[src/rtl/alu_ctrl_pipe.sv]
// ---------------------------------------------------------------------------
// alu_ctrl_pipe
// Registered ALU-control decode stage with a 2-entry skid buffer.
// Decodes RV32I opcode/funct3/funct7 (plus RV32M when the macro
// ALU_CTRL_RV32M_EN is defined) into a binary alu_op, flags illegal
// encodings, carries a sideband tag, and counts accepted illegal entries.
//
// Ports:
//   clk, rst          rising-edge clock, asynchronous active-high reset
//   flush             synchronous discard of both buffered entries
//   in_valid/in_ready upstream handshake (in_ready = skid entry empty)
//   op, f3, f7        instruction fields
//   in_tag            sideband tag, passed unmodified
//   out_valid/out_ready downstream handshake
//   alu_op, illegal, out_tag  registered decode result
//   illegal_cnt       saturating count of accepted illegal entries
// Parameters: ALU_OP_W (>= 5), TAG_W, CNT_W.
// ---------------------------------------------------------------------------
module alu_ctrl_pipe #(
  parameter int ALU_OP_W = 5,
  parameter int TAG_W    = 32,
  parameter int CNT_W    = 16
) (
  input  logic                clk,
  input  logic                rst,
  input  logic                flush,
  input  logic                in_valid,
  output logic                in_ready,
  input  logic [6:0]          op,
  input  logic [2:0]          f3,
  input  logic [6:0]          f7,
  input  logic [TAG_W-1:0]    in_tag,
  output logic                out_valid,
  input  logic                out_ready,
  output logic [ALU_OP_W-1:0] alu_op,
  output logic                illegal,
  output logic [TAG_W-1:0]    out_tag,
  output logic [CNT_W-1:0]    illegal_cnt
);

  localparam logic [4:0] OP_ADD   = 5'd0;
  localparam logic [4:0] OP_SUB   = 5'd1;
  localparam logic [4:0] OP_SLL   = 5'd2;
  localparam logic [4:0] OP_SLT   = 5'd3;
  localparam logic [4:0] OP_SLTU  = 5'd4;
  localparam logic [4:0] OP_XOR   = 5'd5;
  localparam logic [4:0] OP_SRL   = 5'd6;
  localparam logic [4:0] OP_SRA   = 5'd7;
  localparam logic [4:0] OP_OR    = 5'd8;
  localparam logic [4:0] OP_AND   = 5'd9;
  localparam logic [4:0] OP_PASSB = 5'd10;

  localparam logic [6:0] F7_BASE = 7'b0000000;
  localparam logic [6:0] F7_ALT  = 7'b0100000;

  // Shared funct3 mapping for the f7=0000000 R-type and I-ALU forms.
  function automatic logic [4:0] f3_to_op(input logic [2:0] f);
    case (f)
      3'b000:  f3_to_op = OP_ADD;
      3'b001:  f3_to_op = OP_SLL;
      3'b010:  f3_to_op = OP_SLT;
      3'b011:  f3_to_op = OP_SLTU;
      3'b100:  f3_to_op = OP_XOR;
      3'b101:  f3_to_op = OP_SRL;
      3'b110:  f3_to_op = OP_OR;
      default: f3_to_op = OP_AND;
    endcase
  endfunction

  // ---------------- combinational decode of the incoming fields ----------
  logic [4:0] dec_code;
  logic       dec_ill;

  always_comb begin
    dec_code = OP_ADD;
    dec_ill  = 1'b0;
    case (op)
      7'b0110011: begin
        if (f7 == F7_BASE)                     dec_code = f3_to_op(f3);
        else if (f7 == F7_ALT && f3 == 3'b000) dec_code = OP_SUB;
        else if (f7 == F7_ALT && f3 == 3'b101) dec_code = OP_SRA;
`ifdef ALU_CTRL_RV32M_EN
        else if (f7 == 7'b0000001)             dec_code = {2'b10, f3};
`endif
        else                                   dec_ill  = 1'b1;
      end
      7'b0010011: begin
        case (f3)
          3'b001: begin
            if (f7 == F7_BASE) dec_code = OP_SLL;
            else               dec_ill  = 1'b1;
          end
          3'b101: begin
            if (f7 == F7_BASE)     dec_code = OP_SRL;
            else if (f7 == F7_ALT) dec_code = OP_SRA;
            else                   dec_ill  = 1'b1;
          end
          default: dec_code = f3_to_op(f3);
        endcase
      end
      7'b0000011, 7'b0100011, 7'b0010111, 7'b1101111: dec_code = OP_ADD;
      7'b1100111: dec_ill  = (f3 != 3'b000);
      7'b1100011: dec_code = OP_SUB;
      7'b0110111: dec_code = OP_PASSB;
      default:    dec_ill  = 1'b1;
    endcase
  end

  // ---------------- skid buffer state ------------------------------------
  logic                out_valid_q, out_valid_d;
  logic [ALU_OP_W-1:0] out_op_q,    out_op_d;
  logic                out_ill_q,   out_ill_d;
  logic [TAG_W-1:0]    out_tag_q,   out_tag_d;
  logic                skid_valid_q, skid_valid_d;
  logic [ALU_OP_W-1:0] skid_op_q,   skid_op_d;
  logic                skid_ill_q,  skid_ill_d;
  logic [TAG_W-1:0]    skid_tag_q,  skid_tag_d;
  logic [CNT_W-1:0]    cnt_q,       cnt_d;

  logic                accept;
  logic                out_free;
  logic [ALU_OP_W-1:0] new_op;

  // Flush drops a same-cycle input, so it never counts as accepted.
  assign accept   = in_valid && !skid_valid_q && !flush;
  // Output register can take a new entry if empty or draining this cycle.
  assign out_free = !out_valid_q || out_ready;
  assign new_op   = ALU_OP_W'(dec_code);

  always_comb begin
    out_valid_d  = out_valid_q;
    out_op_d     = out_op_q;
    out_ill_d    = out_ill_q;
    out_tag_d    = out_tag_q;
    skid_valid_d = skid_valid_q;
    skid_op_d    = skid_op_q;
    skid_ill_d   = skid_ill_q;
    skid_tag_d   = skid_tag_q;
    cnt_d        = cnt_q;

    if (flush) begin
      out_valid_d  = 1'b0;
      skid_valid_d = 1'b0;
    end else if (out_free) begin
      if (skid_valid_q) begin
        // Skid holds the older entry; in_ready was low so nothing new arrives.
        out_valid_d  = 1'b1;
        out_op_d     = skid_op_q;
        out_ill_d    = skid_ill_q;
        out_tag_d    = skid_tag_q;
        skid_valid_d = 1'b0;
      end else begin
        out_valid_d = accept;
        if (accept) begin
          out_op_d  = new_op;
          out_ill_d = dec_ill;
          out_tag_d = in_tag;
        end
      end
    end else if (accept) begin
      skid_valid_d = 1'b1;
      skid_op_d    = new_op;
      skid_ill_d   = dec_ill;
      skid_tag_d   = in_tag;
    end

    if (accept && dec_ill && (cnt_q != '1)) cnt_d = cnt_q + CNT_W'(1);
  end

  always_ff @(posedge clk or posedge rst) begin
    if (rst) begin
      out_valid_q  <= 1'b0;
      out_op_q     <= '0;
      out_ill_q    <= 1'b0;
      out_tag_q    <= '0;
      skid_valid_q <= 1'b0;
      skid_op_q    <= '0;
      skid_ill_q   <= 1'b0;
      skid_tag_q   <= '0;
      cnt_q        <= '0;
    end else begin
      out_valid_q  <= out_valid_d;
      out_op_q     <= out_op_d;
      out_ill_q    <= out_ill_d;
      out_tag_q    <= out_tag_d;
      skid_valid_q <= skid_valid_d;
      skid_op_q    <= skid_op_d;
      skid_ill_q   <= skid_ill_d;
      skid_tag_q   <= skid_tag_d;
      cnt_q        <= cnt_d;
    end
  end

  assign in_ready    = !skid_valid_q;
  assign out_valid   = out_valid_q;
  assign alu_op      = out_op_q;
  assign illegal     = out_ill_q;
  assign out_tag     = out_tag_q;
  assign illegal_cnt = cnt_q;

endmodule

[config.mk]
export PLATFORM = sky130hd
export DESIGN_NAME = alu_ctrl_pipe
export DESIGN_NICKNAME = d
export VERILOG_FILES = /design/src/rtl/alu_ctrl_pipe.sv
export SDC_FILE = /design/constraint.sdc
export NUM_CORES = 1
export LEC_CHECK = 0
export CAP_MARGIN = 20
export CORE_MARGIN = 3
export CORE_UTILIZATION = 44
export CTS_CLUSTER_SIZE = 40
export DETAILED_ROUTE_END_ITERATION = 16
export PLACE_DENSITY = 0.76
export REMOVE_ABC_BUFFERS = 1
export SYNTH_ARGS = -nofsm -noshare
export SYNTH_HDL_FRONTEND = slang
export SYNTH_SLANG_ARGS = --single-unit
[constraint.sdc]
create_clock -name clk -period 3.1 [get_ports clk]
set_clock_uncertainty 0.1 [all_clocks]
set_input_delay 0.62 -clock clk [delete_from_list [all_inputs] [get_ports clk]]
set_output_delay 0.62 -clock clk [all_outputs]
set_load 0.05 [all_outputs]
==> flow_metrics.tcl, run 1 <==
set metrics [dict create \
    outcome "finished, final reports clean" \
    rrSetupSlack_ns 0.87 \
    cts_tree "yes" \
    viasPerCell 5.06 \
    internal_power_mw 2.15 \
    final_nets 541 \
    cts_num_sinks 92 \
    required_ns 3.24 \
    h-tree-depth 3 \
    pin_count 110 \
    antenna_found_initial 0 \
    numPortBuffers 108 \
    reg2reg_from "illegal_cnt[0]$_DFFE_PP0P_" \
    combPwrFrac_pct 30.3 \
    setup_viol 0 \
    wl_mm 9.30 \
    yosys.area.top_type "dfrtp_1" \
    criticalPathCategory "primary input to register" \
    crit_path_end_kind "register" \
    synth_seq_area_share_pct 53.4 \
    antenna_cells 0 \
    stdcell_area_sq_um 5720 \
    syn_area_per_cell_sq_um 11.3 \
    netSwitchingFraction_pct 35.5 \
    startpoint_type "primary input" \
    power.density_nw_per_um2 584 \
    synth_seq_cells 92 \
    start_util_pct 46.0 \
    tightest_slew_ns 0.641 \
    maxSlewHeadroom_pct 57.3 \
    rr_worst_depth 6 \
    hold_class "register to register" \
    grt_max_degree 72 \
    drv_slew 0 \
    drc 0 \
    min_path_cells 1 \
    min_from "alu_op[3]$_DFFE_PP0P_" \
    dr_wl_met3_microns 340 \
    post_cts_resized 0 \
    power_frac_clock_pct 23.3 \
    dpl.hpwl_mm 6.68 \
    die-height_microns 105 \
    track_usage_pct 17.6 \
    p_sw_mw 1.19 \
    fmaxAchievable_mhz 362 \
    cts_root_buf "clkbuf_8" \
    wl_met2_mm 4.91 \
    arrival_ns 2.90 \
    maxCapViolCount 0 \
    r2r-end "illegal_cnt[1]$_DFFE_PP0P_" \
    ys.flop_type "dfrtp_1" \
    synth_top_area_share_pct 53.4 \
    synth_cells 381 \
    topRoutingLayerUsed "met4" \
    post-route-min-period_ns 2.76 \
    grt.overflow.total 0 \
    cts_inserted_buffers 9 \
    first_pass_iters 4 \
    ys_warn_count 0 \
    wl_met1_mm 3.93 \
    synth-edff-count 0 \
    leakage_nw 2.36 \
    core_area_sq_um 9370 \
    die_width_microns 105 \
    clk-insertion-delay-late_ns 0.34 \
    syn_area_sq_um 4310 \
    grt_setup_unrepaired "no" \
    cts_buffer_depth 2 \
    seqPwrFrac_pct 46.4 \
    grt_pass1_vias 3361 \
    ys_types 55 \
    drt-initial-drc-count 105 \
    wire_per_inst_microns 15.0 \
    gp_congestion 0.821 \
    placed_area_sq_um 5520 \
    holdPathEnd "alu_op[3]$_DFFE_PP0P_" \
    grt_pass1_wl_mm 15.9 \
    postCtsSetupRepairBufs 0 \
    clk_pin_slew_ns 0.10 \
    num_vias 3138 \
    instances_no_fill 620 \
    fin_crit_sh_pct 89.1 \
    cp-startpoint "op[1]" \
    crit_fanout 16 \
    place_inst 604 \
    area_growth_pct 32.7 \
    peakVddDrop_v 0.000410 \
    dieArea_sq_um 11000 \
    synthTopCellsByArea "dfrtp_1 53%, mux2_2 9.4%, mux2i_1 7.4%, o21ai_0 5.3%, nand2_1 4.2%" \
    postRouteAntennaNets 0 \
    row_count 35 \
    async_flop_share_pct 100 \
    holdBufCountCts 0 \
    total_power_mw 3.34 \
    drive_gt1_share_pct 16.5 \
    hold_viol_final 0 \
]
-- power by group through the flow --
stage | logic, mW | registers [mW] | clock network, mW
finish | 1.01 | 1.55 | 0.779
CTS | 1.03 | 1.55 | 0.807
floorplan | 0.280 | 1.92 | 0
global route | 1.08 | 1.58 | 0.860
global placement | 0.997 | 1.56 | 0
detailed placement | 1.02 | 1.58 | 0
-- through the flow --
stage	setup TNS (ns)	util, %	hold WS (ns)	setup slack (ns)
CTS	0	61.0	0.386	0.438
global placement	0	58.9	0.358	0.207
floorplan	-1.17	-	0.342	-0.0365
detailed placement	0	58.9	0.365	0.0635
global route	0	61.0	0.404	0.234
finish	0	61.0	0.382	0.336
-- cells by family after synthesis --
group | synth area share [%]
buf+inv | 3.48
compound gates | 9.67
mux | 16.8
other cells | 0.0870
xor+xnor | 3.45
fa+ha+maj | 0.290
simple gates | 12.8
flops | 53.4
-- worst max path at each step --
| stage | slack (ns) | endpoint |
|---|---|---|
| floorplan | -0.04 | alu_op[0]$_DFFE_PP0P_ |
| global placement | 0.21 | illegal_cnt[1]$_DFFE_PP0P_ |
| detailed placement | 0.06 | illegal_cnt[1]$_DFFE_PP0P_ |
| CTS | 0.44 | illegal_cnt[1]$_DFFE_PP0P_ |
| global route | 0.23 | illegal_cnt[1]$_DFFE_PP0P_ |
| finish | 0.34 | illegal_cnt[1]$_DFFE_PP0P_ |
-- Yosys cell counts, drive strengths merged, types with 4 or more instances --
cell    count
mux2       36
clkbuf     15
inv         6
o21ai      47
mux2i      32
nand4       5
nor3        6
and3        8
nand2b      4
nand2      48
dfrtp      92
buf         7
nor2        7
xnor2      15
a21oi       7
nand3       8
-- area by class of cell --
class / count / area, sq um
Clock buffer: 10 / 138
Timing Repair Buffer: 117 / 1170
Tap cell: 129 / 161
Fill cell: 809 / 3650
Clock inverter: 6 / 56.3
Sequential cell: 92 / 2300
Multi-Input combinational cell: 260 / 1860
Inverter: 6 / 23.8
-- layer usage --
metal  GRT usage, %  vias up
met1           21.6     1522
li1               -     1548
met4           5.15        0
met5              0        -
met2           31.1       59
met3           3.58        9
-- worst max-delay path: stages --
cell	delay [ns]
clkdlybuf4s50_1	0.55
nand3b_4	0.10
a2111oi_0	0.53
o21ai_1	0.21
a31oi_4	0.49
mux2_2	0.39
-- cells in the final DEF (no fill, tap or decap), types with 4 or more instances in the layout --
master / Yosys / routed
nand4_1: 5 / 5
o21ai_0: 46 / 46
clkdlybuf4s50_1: 0 / 108
nand2b_1: 4 / 4
nand2_1: 48 / 47
mux2i_1: 32 / 32
and3_1: 4 / 4
inv_1: 6 / 5
nand3_1: 7 / 7
nor2_1: 7 / 7
clkbuf_8: 1 / 10
nor3_1: 5 / 5
xnor2_1: 15 / 15
mux2_2: 36 / 36
dfrtp_1: 92 / 91
and3_2: 4 / 4
a21oi_1: 7 / 7
buf_4: 2 / 7
-- registers in the layout (all words and copies together), names as in the netlist --
name	flops
skid_valid_q	1
alu_op	4
skid_op_q	4
skid_tag_q	32
skid_ill_q	1
illegal	1
illegal_cnt	16
out_valid	1
out_tag	32
No activity file was read; power rests on OpenSTA's default activity.
==> run 2, diff against run 1 <==
--- a/config.mk
+++ b/config.mk
@@ -7,4 +7,5 @@
 export LEC_CHECK = 0
 export CAP_MARGIN = 20
+export CORE_ASPECT_RATIO = 0.8
 export CORE_MARGIN = 3
 export CORE_UTILIZATION = 44
==> constraint.sdc (replaced) <==
create_clock -name clk -period 3.1 [get_ports clk]
set_clock_uncertainty 0.1 [all_clocks]
set_input_delay 0.465 -clock clk [delete_from_list [all_inputs] [get_ports clk]]
set_output_delay 0.465 -clock clk [all_outputs]
set_load 0.05 [all_outputs]
==> run 2 against run 1 <==
Net effect:
- combinational power about the same
- highest routed layer unchanged
- via count increased by 3.5%
- sequential share of layout area down 0.37 points
==> flow_metrics.tcl, run 2 (synthesis gave the netlist of run 1 again) <==
set metrics [dict create \
    fillers 789 \
    pin_count 110 \
    drv_slew 0 \
    power.density_nw_per_um2 620 \
    maxCapViolCount 0 \
    grt_pass1_wl_mm 15.7 \
    crit_fanout 20 \
    leakage_nw 2.37 \
    gp_congestion 0.891 \
    clk_pin_slew_ns 0.06 \
    fmaxAchievable_mhz 381 \
    criticalPathCategory "register to output pin" \
    first_pass_iters 5 \
    cts_num_sinks 92 \
    crit_family "buffers and inverters" \
    wire_per_inst_microns 15.7 \
    dpl_worst_slack_ns 0.266 \
    crit_chain "inv_1 -> clkdlybuf4s50_1" \
    cts_buffer_depth 2 \
    core_area_sq_um 9310 \
    peakVddDrop_v 0.000499 \
    hold_viol_final 0 \
    wl_mm 9.48 \
    tightest_slew_ns 0.597 \
    cts_root_buf "clkbuf_16" \
    row_count 31 \
    crit_path_end_kind "output pin" \
    antenna_cells 0 \
    numPortBuffers 108 \
    required_ns 2.53 \
    post_cts_resized 0 \
    cts_tree "yes" \
    outcome "finished, final reports clean" \
    mostFrequentLayoutCell "clkdlybuf4s50_1" \
    grt_max_degree 45 \
    die-height_microns 94.5 \
    grt.overflow.total 0 \
    arrival_ns 2.06 \
    dieArea_sq_um 11000 \
    h-tree-depth 3 \
    drt-initial-drc-count 190 \
    postLayoutCoreUtil_pct 62.0 \
    fin_crit_sh_pct 84.6 \
    grt_setup_unrepaired "no" \
    track_usage_pct 18.0 \
    cp_slowest_cell "clkdlybuf4s50_1" \
    dpl.hpwl_mm 6.71 \
    maxSlewHeadroom_pct 59.9 \
    placed_area_sq_um 5490 \
    fin_tns_setup_ns 0 \
    die_width_microns 117 \
    setup_viol 0 \
    critical_path.max_stage_delay_ns 0.75 \
    drive_gt1_share_pct 16.2 \
    post-route-min-period_ns 2.62 \
    setup_slack_ns 0.479 \
    holdBufCountCts 0 \
    cts_inserted_buffers 9 \
    stdcell_area_sq_um 5770 \
    start_util_pct 46.3 \
    final_cell_mix "108 x clkdlybuf4s50_1, 91 x dfrtp_1, 47 x nand2_1" \
    grt_pass1_vias 3262 \
    postCtsSetupRepairBufs 0 \
    final_nets 539 \
    num_vias 3247 \
    path_buf_inv 2 \
    antenna_found_initial 0 \
    drc 0 \
    clk-insertion-delay-late_ns 0.33 \
    hold_class "primary input to async pin" \
    area_growth_pct 33.9 \
    postRouteAntennaNets 0 \
    viasPerCell 5.38 \
    startpoint_type "register" \
]
[run 2: final timing paths]
check                                         startpoint                          to  slack [ns]  depth (start not counted)
worst min-delay path                                 rst     out_tag[12]$_DFFE_PP0P_        0.29                          2
worst max-delay path            skid_valid_q$_DFFE_PP0P_                    in_ready        0.48                          2
min in group clk                 out_tag[20]$_DFFE_PP0P_     out_tag[20]$_DFFE_PP0P_        0.38                          2
worst min register to register   out_tag[20]$_DFFE_PP0P_     out_tag[20]$_DFFE_PP0P_        0.38                          2
max in group asynchronous                            rst    skid_valid_q$_DFFE_PP0P_        1.87                          3
worst max register to register  skid_valid_q$_DFFE_PP0P_  illegal_cnt[1]$_DFFE_PP0P_        0.74                          4
[run 2: cell type report]
class	count	area, sq um	share of cell area, %
clock buffers	10	239	4.14
clock inverters	6	40.0	0.694
inverters	6	23.8	0.412
repair buffers	115	1160	20.1
multi-input cells	260	1860	32.3
flip-flops and latches	92	2300	39.9
well taps	115	144	2.49
[run 2: power by group]
group          switching (mW)  total (mW)  internal [mW]
Combinational           0.599        1.01          0.410
Clock                   0.448        1.01          0.562
Sequential              0.144        1.56           1.42
[run 2: metrics by stage]
step                      power, mW  hold WS [ns]  cells
after floorplan                2.20         0.342    358
after global placement         2.56         0.358    588
after detailed placement       2.60         0.370    588
after CTS                      3.62         0.279    604
after global routing           3.76         0.300    604
final                          3.58         0.285    604
[run 2: layer usage]
metal | GRT usage [%] | wire length (microns)
met1 | 23.2 | 4310
met2 | 29.7 | 4570
met3 | 5.96 | 577
met4 | 3.72 | 23
met5 | 0 | 0
